`src/rtl/fp_mul_arbiter_pkg.sv`:
```
// Shared types and constants for the Q1.15 multiplier arbiter.
// Q1.15 operands, Q2.30 full product, and the Q1.15 range limits.
package FpArbPkg;
  typedef logic signed [15:0] q1_15_t;
  typedef logic signed [31:0] q2_30_t;

  localparam int     Q15_FRAC = 15;
  localparam q1_15_t Q15_MAX  = 16'h7FFF;
  localparam q1_15_t Q15_MIN  = 16'h8000;
endpackage

```
`src/rtl/fp_mul_arbiter_rr.sv`:
```
// Round-robin arbiter: searches upward from ptr, ptr moves past winner.
// Grants only while en is high; ptr holds when nothing is granted.
module rr_arbiter #(
  parameter int N_REQ = 4,
  parameter int ID_W  = $clog2(N_REQ)
) (
  input  logic             clk,
  input  logic             rst,
  input  logic [N_REQ-1:0] req,
  input  logic             en,
  output logic [N_REQ-1:0] gnt,
  output logic [ID_W-1:0]  gnt_id
);
  logic [ID_W-1:0] ptr;
  logic [ID_W-1:0] idx;
  logic            hit;

  always_comb begin
    gnt    = '0;
    gnt_id = '0;
    hit    = 1'b0;
    idx    = '0;
    for (int i = 0; i < N_REQ; i++) begin
      idx = ID_W'((int'(ptr) + i) % N_REQ);
      if (!hit && en && req[idx]) begin
        hit      = 1'b1;
        gnt[idx] = 1'b1;
        gnt_id   = idx;
      end
    end
  end

  always_ff @(posedge clk) begin
    if (rst) begin
      ptr <= '0;
    end else if (hit) begin
      if (int'(gnt_id) == N_REQ - 1)
        ptr <= '0;
      else
        ptr <= gnt_id + 1'b1;
    end
  end
endmodule

```
`src/rtl/fp_mul_arbiter.sv`:
```
// Shares one 2-stage Q1.15 multiplier among N_REQ requesters, round-robin.
// FP_MUL_ARB_SAT_EN: saturate 0x8000*0x8000 to 0x7FFF instead of wrapping.
module fp_mul_arbiter
  import FpArbPkg::*;
#(
  parameter int N_REQ = 4,
  parameter int ID_W  = $clog2(N_REQ)
) (
  input  logic                clk,
  input  logic                rst,
  input  logic [N_REQ-1:0]    req_valid,
  input  logic [N_REQ*16-1:0] req_a,
  input  logic [N_REQ*16-1:0] req_b,
  output logic [N_REQ-1:0]    req_ready,
  output logic                rsp_valid,
  input  logic                rsp_ready,
  output logic [ID_W-1:0]     rsp_id,
  output logic [15:0]         rsp_data
);
  logic             stall;
  logic             take;
  logic [N_REQ-1:0] gnt;
  logic [ID_W-1:0]  gnt_id;

  q1_15_t          op_a, op_b;
  q1_15_t          s1_a, s1_b;
  logic [ID_W-1:0] s1_id;
  logic            s1_valid;
  logic            s2_valid;

  q2_30_t prod;
  q2_30_t shr;
  q1_15_t res;
  logic   unused_hi;

  assign stall     = s2_valid & ~rsp_ready;
  assign rsp_valid = s2_valid;
  assign req_ready = gnt;
  assign take      = |gnt;

  rr_arbiter #(
    .N_REQ (N_REQ),
    .ID_W  (ID_W)
  ) u_arb (
    .clk    (clk),
    .rst    (rst),
    .req    (req_valid),
    .en     (~stall & ~rst),
    .gnt    (gnt),
    .gnt_id (gnt_id)
  );

  assign op_a = req_a[int'(gnt_id)*16 +: 16];
  assign op_b = req_b[int'(gnt_id)*16 +: 16];

  // Arithmetic shift floors toward -inf; the high bits only matter for -1*-1.
  assign prod      = q2_30_t'(s1_a) * q2_30_t'(s1_b);
  assign shr       = prod >>> Q15_FRAC;
  assign unused_hi = ^shr[31:16];

`ifdef FP_MUL_ARB_SAT_EN
  assign res = (s1_a == Q15_MIN && s1_b == Q15_MIN) ? Q15_MAX : shr[15:0];
`else
  assign res = shr[15:0];
`endif

  always_ff @(posedge clk) begin
    if (rst) begin
      s1_valid <= 1'b0;
      s1_a     <= '0;
      s1_b     <= '0;
      s1_id    <= '0;
      s2_valid <= 1'b0;
      rsp_id   <= '0;
      rsp_data <= '0;
    end else if (!stall) begin
      s1_valid <= take;
      if (take) begin
        s1_a  <= op_a;
        s1_b  <= op_b;
        s1_id <= gnt_id;
      end
      s2_valid <= s1_valid;
      rsp_id   <= s1_id;
      rsp_data <= res;
    end
  end
endmodule

```
`config.mk`:
```
export PLATFORM = sky130hd
export DESIGN_NAME = fp_mul_arbiter
export DESIGN_NICKNAME = d
export VERILOG_FILES = /design/src/rtl/fp_mul_arbiter_pkg.sv /design/src/rtl/fp_mul_arbiter_rr.sv /design/src/rtl/fp_mul_arbiter.sv
export SDC_FILE = /design/constraint.sdc
export NUM_CORES = 1
export LEC_CHECK = 0
export CORE_MARGIN = 8
export CORE_UTILIZATION = 48
export DETAILED_ROUTE_END_ITERATION = 8
export MAX_ROUTING_LAYER = met4
export PLACE_DENSITY = 0.69
export SYNTH_ARGS = -nofsm -noshare
export SYNTH_HDL_FRONTEND = slang
export SYNTH_SLANG_ARGS = --single-unit
```
`constraint.sdc`:
```
create_clock -name clk -period 13.04 [get_ports clk]
set_input_delay 1.956 -clock clk [delete_from_list [all_inputs] [get_ports clk]]
set_output_delay 1.956 -clock clk [all_outputs]
set_load 0.005 [all_outputs]
```
* Word-level counts from Yosys, hierarchy flattened
Cells that the tools add are included.
Operators by class: add/sub/neg operators 4, $mul 1, order comparisons 8, eq/ne operators 1, shift-type cells 2, muxes and demuxes 29, bitwise operators 8, reductions and logical operators 16
Operators by type and width (count):
- indexed part select 64 x 7 -> 16 bit | 2
- multiplier 16 x 16 -> 31 bit | 1
- 2-to-1 mux 4 bit | 4
- less-than comparator 2 x 3 -> 1 bit, second input constant | 4
- 2-to-1 mux 1 bit | 12
- OR 4 bit | 3
- logical AND 1 bit | 11
- 2-to-1 mux 2 bit | 5
- binary-select mux 1 bit (select 2 bit) | 4
- demux 1 bit (select 2 bit) | 4
- >= comparator 2 x 1 -> 1 bit, second input constant | 4
- adder 2 x 1 -> 2 bit, second input constant | 2
- adder 2 bit, second input constant | 2
- OR reduction 4 bit | 1
- logical NOT 1 bit | 3
- NOT 1 bit | 3
- AND 1 bit | 2
- equality test 2 x 1 -> 1 bit, second input constant | 1
- AND reduction 2 bit | 1
Storage, ports and cells: flip-flop bits (word level) 56, bits of input ports 135, output and inout bits 23, logic and storage cells 77

* Logic depth before layout (Yosys ltp)
Gate-level depths: netlist (run 1).
word-level depth 20, depth in mapped cells 26, mapped depth without buffers 24

* Modules after synthesis
From an unflattened synthesis (run 1), not the netlist that was laid out.
Second synthesis, totals: cells, all modules 1367, area total of the unflattened synthesis 12572.1 µm²
Modules (own cells, without submodules):
- fp_mul_arbiter | instances 1, cells an instance 1297, area each 11956.5 µm², seq. area each 1081.0 µm²
- rr_arbiter | instances 1, cells an instance 70, area each 615.6 µm², seq. area each 40.0 µm²

* Worst setup path after synthesis (run 1)
No wires, ideal clock.
path kind register -> register, from register s1_a[15], to register rsp_data[15], library setup time 0.117 ns, arrival time 5.988 ns, required time 12.923 ns, path slack 6.935 ns, stages on the path, launching flop included 23, buffers on the path 2, clock period less this slack 6.105 ns, cells stage by stage dfxtp_1 clkbuf_1 clkbuf_1 nand2_1 fa_1 fa_1 fa_1 inv_1 fa_1 fa_1 inv_1 fa_1 inv_1 ha_1 a21o_1 a21o_1 a221oi_1 o211ai_1 a22oi_1 o2111ai_1 nor3_1 a211oi_1 a32o_1
Between the ends: longest elaborated chain between the ends 1
Ends and longest elaborated chain:
- from (decl) | line fp_mul_arbiter.sv:26 | q1_15_t s1_a, s1_b;
- from (signal assigned) | line fp_mul_arbiter.sv:79 | s1_a <= op_a;
- multiplier 16 x 16 -> 31 bit | line fp_mul_arbiter.sv:57 | assign prod = q2_30_t'(s1_a) * q2_30_t'(s1_b);
- to (signal assigned) | line fp_mul_arbiter.sv:85 | rsp_data <= res;
- to (decl) | line fp_mul_arbiter.sv:18 | output logic [15:0] rsp_data
No other way between the ends. A chain may end at the register's enable or synchronous reset.

* Worst setup path after layout (run 1)
from input port rsp_ready, to output port req_ready[1]
Between the ends: longest elaborated chain between the ends 18, elaborated cells on any way between the ends 24, classes of those cells 7 x mux; 7 x bitwise; 10 x reduce/logical
Ends and longest elaborated chain:
- from (decl) | line fp_mul_arbiter.sv:16 | input logic rsp_ready,
- NOT 1 bit (*) | line fp_mul_arbiter.sv:36 | assign stall = s2_valid & ~rsp_ready;
- AND 1 bit (*) | line fp_mul_arbiter.sv:36
- NOT 1 bit (no line) (*)
- AND 1 bit (*) | line fp_mul_arbiter.sv:48 | .en (~stall & ~rst),
- logical AND 1 bit | line fp_mul_arbiter_rr.sv:25 | if (!hit && en && req[idx]) begin
- 2-to-1 mux 1 bit | line fp_mul_arbiter_rr.sv:25
- logical NOT 1 bit | line fp_mul_arbiter_rr.sv:25
- logical AND 1 bit (2 in a row) | line fp_mul_arbiter_rr.sv:25
- 2-to-1 mux 1 bit | line fp_mul_arbiter_rr.sv:25
- logical NOT 1 bit | line fp_mul_arbiter_rr.sv:25
- logical AND 1 bit (2 in a row) | line fp_mul_arbiter_rr.sv:25
- 2-to-1 mux 1 bit | line fp_mul_arbiter_rr.sv:25
- logical NOT 1 bit | line fp_mul_arbiter_rr.sv:25
- logical AND 1 bit (2 in a row) | line fp_mul_arbiter_rr.sv:25
- 2-to-1 mux 4 bit (*) | line fp_mul_arbiter_rr.sv:25
- to (decl) | line fp_mul_arbiter.sv:14 | output logic [N_REQ-1:0] req_ready,
Mark *: on every way between the ends. The rest lies on a longest branch, timed or not.

==> run metrics, run 1 <==
setup TNS=0 ps; worst r2r src=s1_a[11]$_SDFFE_PP0P_; power per standard cell area=247 nW/um^2; worst vdd ir=149 uV; Final setup viols=0; Worst-Margin Slew=1090 ps; Seq/Total Area, Yosys=9.05%; first-pass GRT wire length=54300 um; drt wl/cell=18.6 um; Synth Instances=1291; unrepaired setup endpoints after global routing=false; post-synthesis mux area share=9.32%; layout cell share with drive strength beyond 1=4.35%; status=completed; IO Port Bufs=157; Max Clk Rate=146 MHz; post-synth top area share=41.2%; Setup crit start kind=input pin; vias per std cell=5.27; Worst Reg-to-Reg Cells=20; Die H=177 um; Num CTS Buffers=5; main combinational cell family by area after synthesis=adder cells; adder-cell area share of the yosys netlist=49.6%; CTS tree=done; TritonRoute pass-1 iters=7; DRC=0; number of synthesized register bits=56; clock transition at the registers of the reported paths=80 ps; Post-CTS Setup Inserts=0; H-Tree Depth=2; largest net degree at the start of global routing=59; Slew Viols, Final=0; max-cap violations=0; Hold Startpoint=s1_valid$_SDFFE_PP0N_; Crit Path Max Fanout=18; Hold WC Path Type=flip-flop to flip-flop; Rows=59; CP required=11080 ps; Total Nets Final=1874; core area=roughly 26000 sq um; width of the die=177 um; DR vias=9153; Compound-Gate Fraction of Synth Area=4.37%; R2R setup slack=around 6200 ps; clock sink total=56; Cell Area, Synth=12400 sq um; Post-CTS Hold Buffers=0; XOR/XNOR share of the synthesized area=1.84%; CTS resizes=0; top cells by area, synth=fa_1 41%, dfxtp_1 9.0%, inv_1 9.0%; Post-DRT Antenna Nets=0; I/O Pins=158; Final Hold Viols=0; Post-Layout Cell Count=1738; Hold Path Cell Cnt=2; dpl hpwl=around 26000 um; DP Cell Count=1729; Final min period=between 6000 and 7000 ps; Post-Route WL=32400 um; P_leak=just under 7 nW; Crit path arrival time=4910 ps; Area Overhead vs Synth=15.1%; Synth Area in Simple Gates=14.2%; root buf cell=clkbuf_16; Final Skew=just under 7 ps; Post-synth EDFFs=0; Bufs on Longest Clock Path=2; Hold EP=s1_valid$_SDFFE_PP0N_; initial antenna violation count=1; Critical Path Sink Type=output port; Worst-Skew Late Latency=300 ps; Initial Utilization=about half; Yosys warning count=0; slew margin rel.=27.4%; Die ar.=about 31000 sq um; GRT Util Overall=22.7%; reg2reg end=rsp_data[15]$_SDFFE_PP0N_; Placer Congestion=0.903; Post-synth top flop=dfxtp_1; Congestion Overflow GR=0; Avg Inst Size Synth=9.60 sq um; number of global-route vias before repair=between 10000 and 15000; critical path class=input pin to output port; Initial DRC Count=481; leading area contributor after synthesis=fa_1; Synth async-reset ratio=0%; post-synth net total=about 1800; synth unique cells=55; Tcrit/Tclk final=52.7%
## worst max-delay path by stage
stage | from | end | slack (ps) | cells after the start
final | rsp_ready | req_ready[1] | 6170 | 7
after global routing | s1_a[11]$_SDFFE_PP0P_ | rsp_data[15]$_SDFFE_PP0N_ | 5800 | 20
after CTS | rsp_ready | req_ready[2] | 6220 | 7
after detailed placement | rsp_ready | req_ready[2] | 6220 | 7
after global placement | rsp_ready | req_ready[2] | 6260 | 7
after floorplan | s1_a[15]$_SDFFE_PP0P_ | rsp_data[15]$_SDFFE_PP0N_ | 6930 | 22
## power breakdown
| part | internal (W) | switching (W) | total [W] |
|---|---|---|---|
| Combinational | 0.00125 | 0.00156 | 0.00282 |
| Sequential | 0.000253 | 0.000302 | 0.000555 |
| Clock | 0.0000733 | 0.0000730 | 0.000146 |
## cell type report
type / count / area, sq um
fillers: 2285 / 11400
repair buffers: 164 / 1620
diodes: 1 / 2.50
well taps: 335 / 419
clock inverters: 3 / 27.5
flip-flops and latches: 56 / 1120
clock buffers: 5 / 125
multi-input cells: 878 / 9840
inverters: 296 / 1110
## cells in the mapped netlist (2+ instances only)
cell type,count
nand3_1,2
inv_1,296
nor3_1,2
and2_1,115
a22oi_1,5
dfxtp_1,56
xnor2_1,15
xor2_1,11
o21bai_1,2
ha_1,83
a221o_1,4
nand4b_1,2
and3_1,2
nor2_1,61
mux4_2,35
a221oi_1,2
nand2_1,156
clkbuf_1,41
a211oi_1,5
buf_2,9
fa_1,255
buf_4,2
a21o_1,7
o21ai_0,8
nand3b_1,2
nor2b_1,2
buf_12,3
o211ai_1,5
nand2b_1,9
mux2i_1,34
o21a_1,2
and4_1,2
buf_6,5
a21oi_1,29
or2_2,2
## critical path, cell delays in order
cell             delay [ps]
clkdlybuf4s50_1         470
nand2b_1                680
nand2b_1                420
nor2_2                  240
and2_1                  300
a221o_1                 270
clkdlybuf4s50_1         560
## flip-flops by register name, indices dropped and copies added, names as in the netlist, named ones only
register   cells
rsp_data      16
rsp_id         2
rsp_valid      1
s1_a          16
s1_b          16
s1_id          2
s1_valid       1
u_arb.ptr      1
## through the flow
stage / hold WS, ps / setup slack (ps) / util [%] / area, sq um / total power, W
after floorplan: 436 / 6930 / - / 12400 / 0.00253
after global placement: 443 / 6260 / 54.9 / 14100 / 0.00328
after detailed placement: 449 / 6220 / 54.9 / 14100 / 0.00334
after CTS: 463 / 6220 / 55.5 / 14300 / 0.00353
after global routing: 481 / 5800 / 55.5 / 14300 / 0.00394
final: 461 / 6170 / 55.5 / 14300 / 0.00352
## cells in the final DEF, fill, tap and decap left out, types with 34 or more instances in the layout
| master | instances |
|---|---|
| mux2i_1 | 34 |
| nand2_1 | 156 |
| fa_1 | 255 |
| inv_1 | 296 |
| nor2_1 | 61 |
| dfxtp_1 | 56 |
| and2_1 | 115 |
| ha_1 | 83 |
| clkdlybuf4s50_1 | 156 |
| mux4_2 | 35 |
## kinds of logic (layout without fill, tap and decap cells)
family,after synthesis,in the layout
and+or+nand+nor,364,364
buffers and inverters,357,468
adders and majority gates,338,338
AOI/OAI and AO/OA,79,79
muxes,71,71
DFF,56,56
xor gates and xnor gates,26,26
other,0,1
## routing by layer
layer / routed length (um) / global-route usage [%]
met5: 0 / -
met4: 1210 / 7.15
met3: 2220 / 4.54
met2: 15900 / 37.3
met1: 13000 / 27.9
(Power assumes the default switching activity.)
==> run 2, diff against run 1 <==
==> constraint.sdc (replaced) <==
create_clock -name clk -period 7 [get_ports clk]
set_input_delay 1.05 -clock clk [delete_from_list [all_inputs] [get_ports clk]]
set_output_delay 1.05 -clock clk [all_outputs]
set_load 0.005 [all_outputs]
==> run 2 against run 1 <==
  * Total power rose by 87%
  * Critical endpoint is now rsp_data[15]$_SDFFE_PP0N_
  * Worst setup slack got worse by 5700 ps
  * Non-clock buffer count rose by 23
  * Clock skew rose by 4.6 ps
==> run metrics, run 2 (synthesis results as in run 1) <==
clock sink total=56 (unchanged); Total Nets Final=1897 (+1.2%); Rows=59 (unchanged); Placer Congestion=0.919 (+1.8%); top routing layer in use=met4; Crit path arrival time=6770 ps (+1860 ps); critical path class=flip-flop to flip-flop; DR vias=9195 (+0.46%); first-pass GRT wire length=53900 um (-0.73%); most common cell after layout, fill and taps aside=inv_1; core area=25700 sq um (unchanged); dpl hpwl=26900 um (+2.0%); Slew Viols, Final=0 (unchanged); width of the die=177 um (unchanged); number of global-route vias before repair=10400 (+0.39%); clock transition at the registers of the reported paths=90 ps (about the same); CTS resizes=0 (unchanged); slew margin rel.=45.5% (+18 points); worst vdd ir=317 uV (+110%); DRC=0 (unchanged); commonest cells after routing, fill and taps aside=296 x inv_1, 255 x fa_1, 156 x nand2_1, 156 x clkdlybuf4s50_1, 115 x and2_1; vias per std cell=5.22 (-0.80%); unrepaired setup endpoints after global routing=false; IO Port Bufs=157 (unchanged); Critical Path Sink Type=flip-flop; GRT Util Overall=22.4% (-0.33 points); largest net degree at the start of global routing=39 (-34%); ANT cells=0 (-1); Final Hold Viols=0 (unchanged); CTS tree=done; Post-DP Area=14300 sq um (+1.2%); Die H=177 um (unchanged); Die ar.=31200 sq um (unchanged); Hold WC Path Type=flip-flop to flip-flop; root buf cell=clkbuf_16; Initial Utilization=48.2% (unchanged); Area Overhead vs Synth=16.6%; post-route cell area=14400 sq um (+1.3%); H-Tree Depth=2 (unchanged); TritonRoute pass-1 iters=4 (-3); drt wl/cell=17.9 um (-4.0%); P_leak=7.01 nW (+1.7%); Final min period=about 6600 ps; Crit Path Max Fanout=17 (-1); routed wl met2=16100 um (+0.90%); initial antenna violation count=0 (-1); I/O Pins=158 (unchanged); met1 WL=12800 um (-1.6%); Post-DRT Antenna Nets=0 (unchanged); Initial DRC Count=452 (-6.0%); Max Clk Rate=between 150 and 200 MHz; Post-CTS Hold Buffers=0 (unchanged); CP required=7210 ps (-3870 ps); routed wl met3=1670 um (-25%); Final setup viols=0 (unchanged); Num CTS Buffers=5 (unchanged); layout cell share with drive strength beyond 1=6.53% (+2.2 points); status=completed; Congestion Overflow GR=0 (unchanged); Worst-Margin Slew=817 ps (-272 ps); Worst-Skew Late Latency=310 ps (about the same); Post-Route WL=31500 um (-2.8%); Post-CTS Setup Inserts=0 (unchanged); setup TNS=0 ps (unchanged); Final Skew=11.5 ps (+4.59 ps); Setup crit start kind=flip-flop; max-cap violations=0 (unchanged); biggest registers after layout=rsp_data (16), s1_a (16), s1_b (16); power per standard cell area=455 nW/um^2 (+84%); Tcrit/Tclk final=93.8%; Bufs on Longest Clock Path=2 (unchanged)
## run 2: per-layer routing
layer  vias up  global-route usage (%)
met4         0                    6.51
met1      4668                    27.4
met5         -                       -
li1       4169                       -
met3        64                    2.92
met2       294                    38.3
## run 2: area by class of cell
type / instances / area [sq um]
timing repair buffer: 187 / 1790
clock inverter: 3 / 26.3
fill: 2288 / 11200
tap: 335 / 419
sequential: 56 / 1130
inverter: 296 / 1110
multi-input combinational: 878 / 9840
clock buffer: 5 / 125
## run 2: critical path, stage by stage (launching register included)
cell	delay (ps)
dfxtp_1	720
and2_1	250
fa_1	420
inv_1	80
fa_1	430
fa_1	510
inv_1	50
fa_1	500
fa_1	490
inv_1	50
fa_1	470
inv_1	40
ha_1	310
a21oi_1	140
o21ai_0	160
a221oi_1	410
o211ai_1	310
a22oi_1	290
o2111ai_1	250
nor3_1	200
a211oi_1	80
a32o_1	270
## run 2: worst paths after layout
path                         startpoint                         to  slack, ps  cells after the start
setup / recovery   s1_b[5]$_SDFFE_PP0P_  rsp_data[15]$_SDFFE_PP0N_        430                     21
hold / removal    s1_id[0]$_SDFFE_PP0P_     rsp_id[0]$_SDFFE_PP0N_        460                      2
setup reg to reg   s1_b[5]$_SDFFE_PP0P_  rsp_data[15]$_SDFFE_PP0N_        430                     21
hold reg to reg   s1_id[0]$_SDFFE_PP0P_     rsp_id[0]$_SDFFE_PP0N_        460                      2
## run 2: metrics by stage
stage	instances	total power, W	hold slack, ps	util, %	worst slack (ps)
after floorplan	1291	0.00471	436	-	895
after global placement	1752	0.00621	441	55.6	455
after detailed placement	1752	0.00628	447	55.6	278
after CTS	1760	0.00663	458	56.2	268
after global routing	1760	0.00740	488	56.2	4.94
final	1760	0.00658	456	56.2	434
## run 2: report_power, final
part           internal (W)  switching, W
clock network      0.000136      0.000138
registers          0.000477      0.000390
logic               0.00240       0.00303
total               0.00302       0.00356
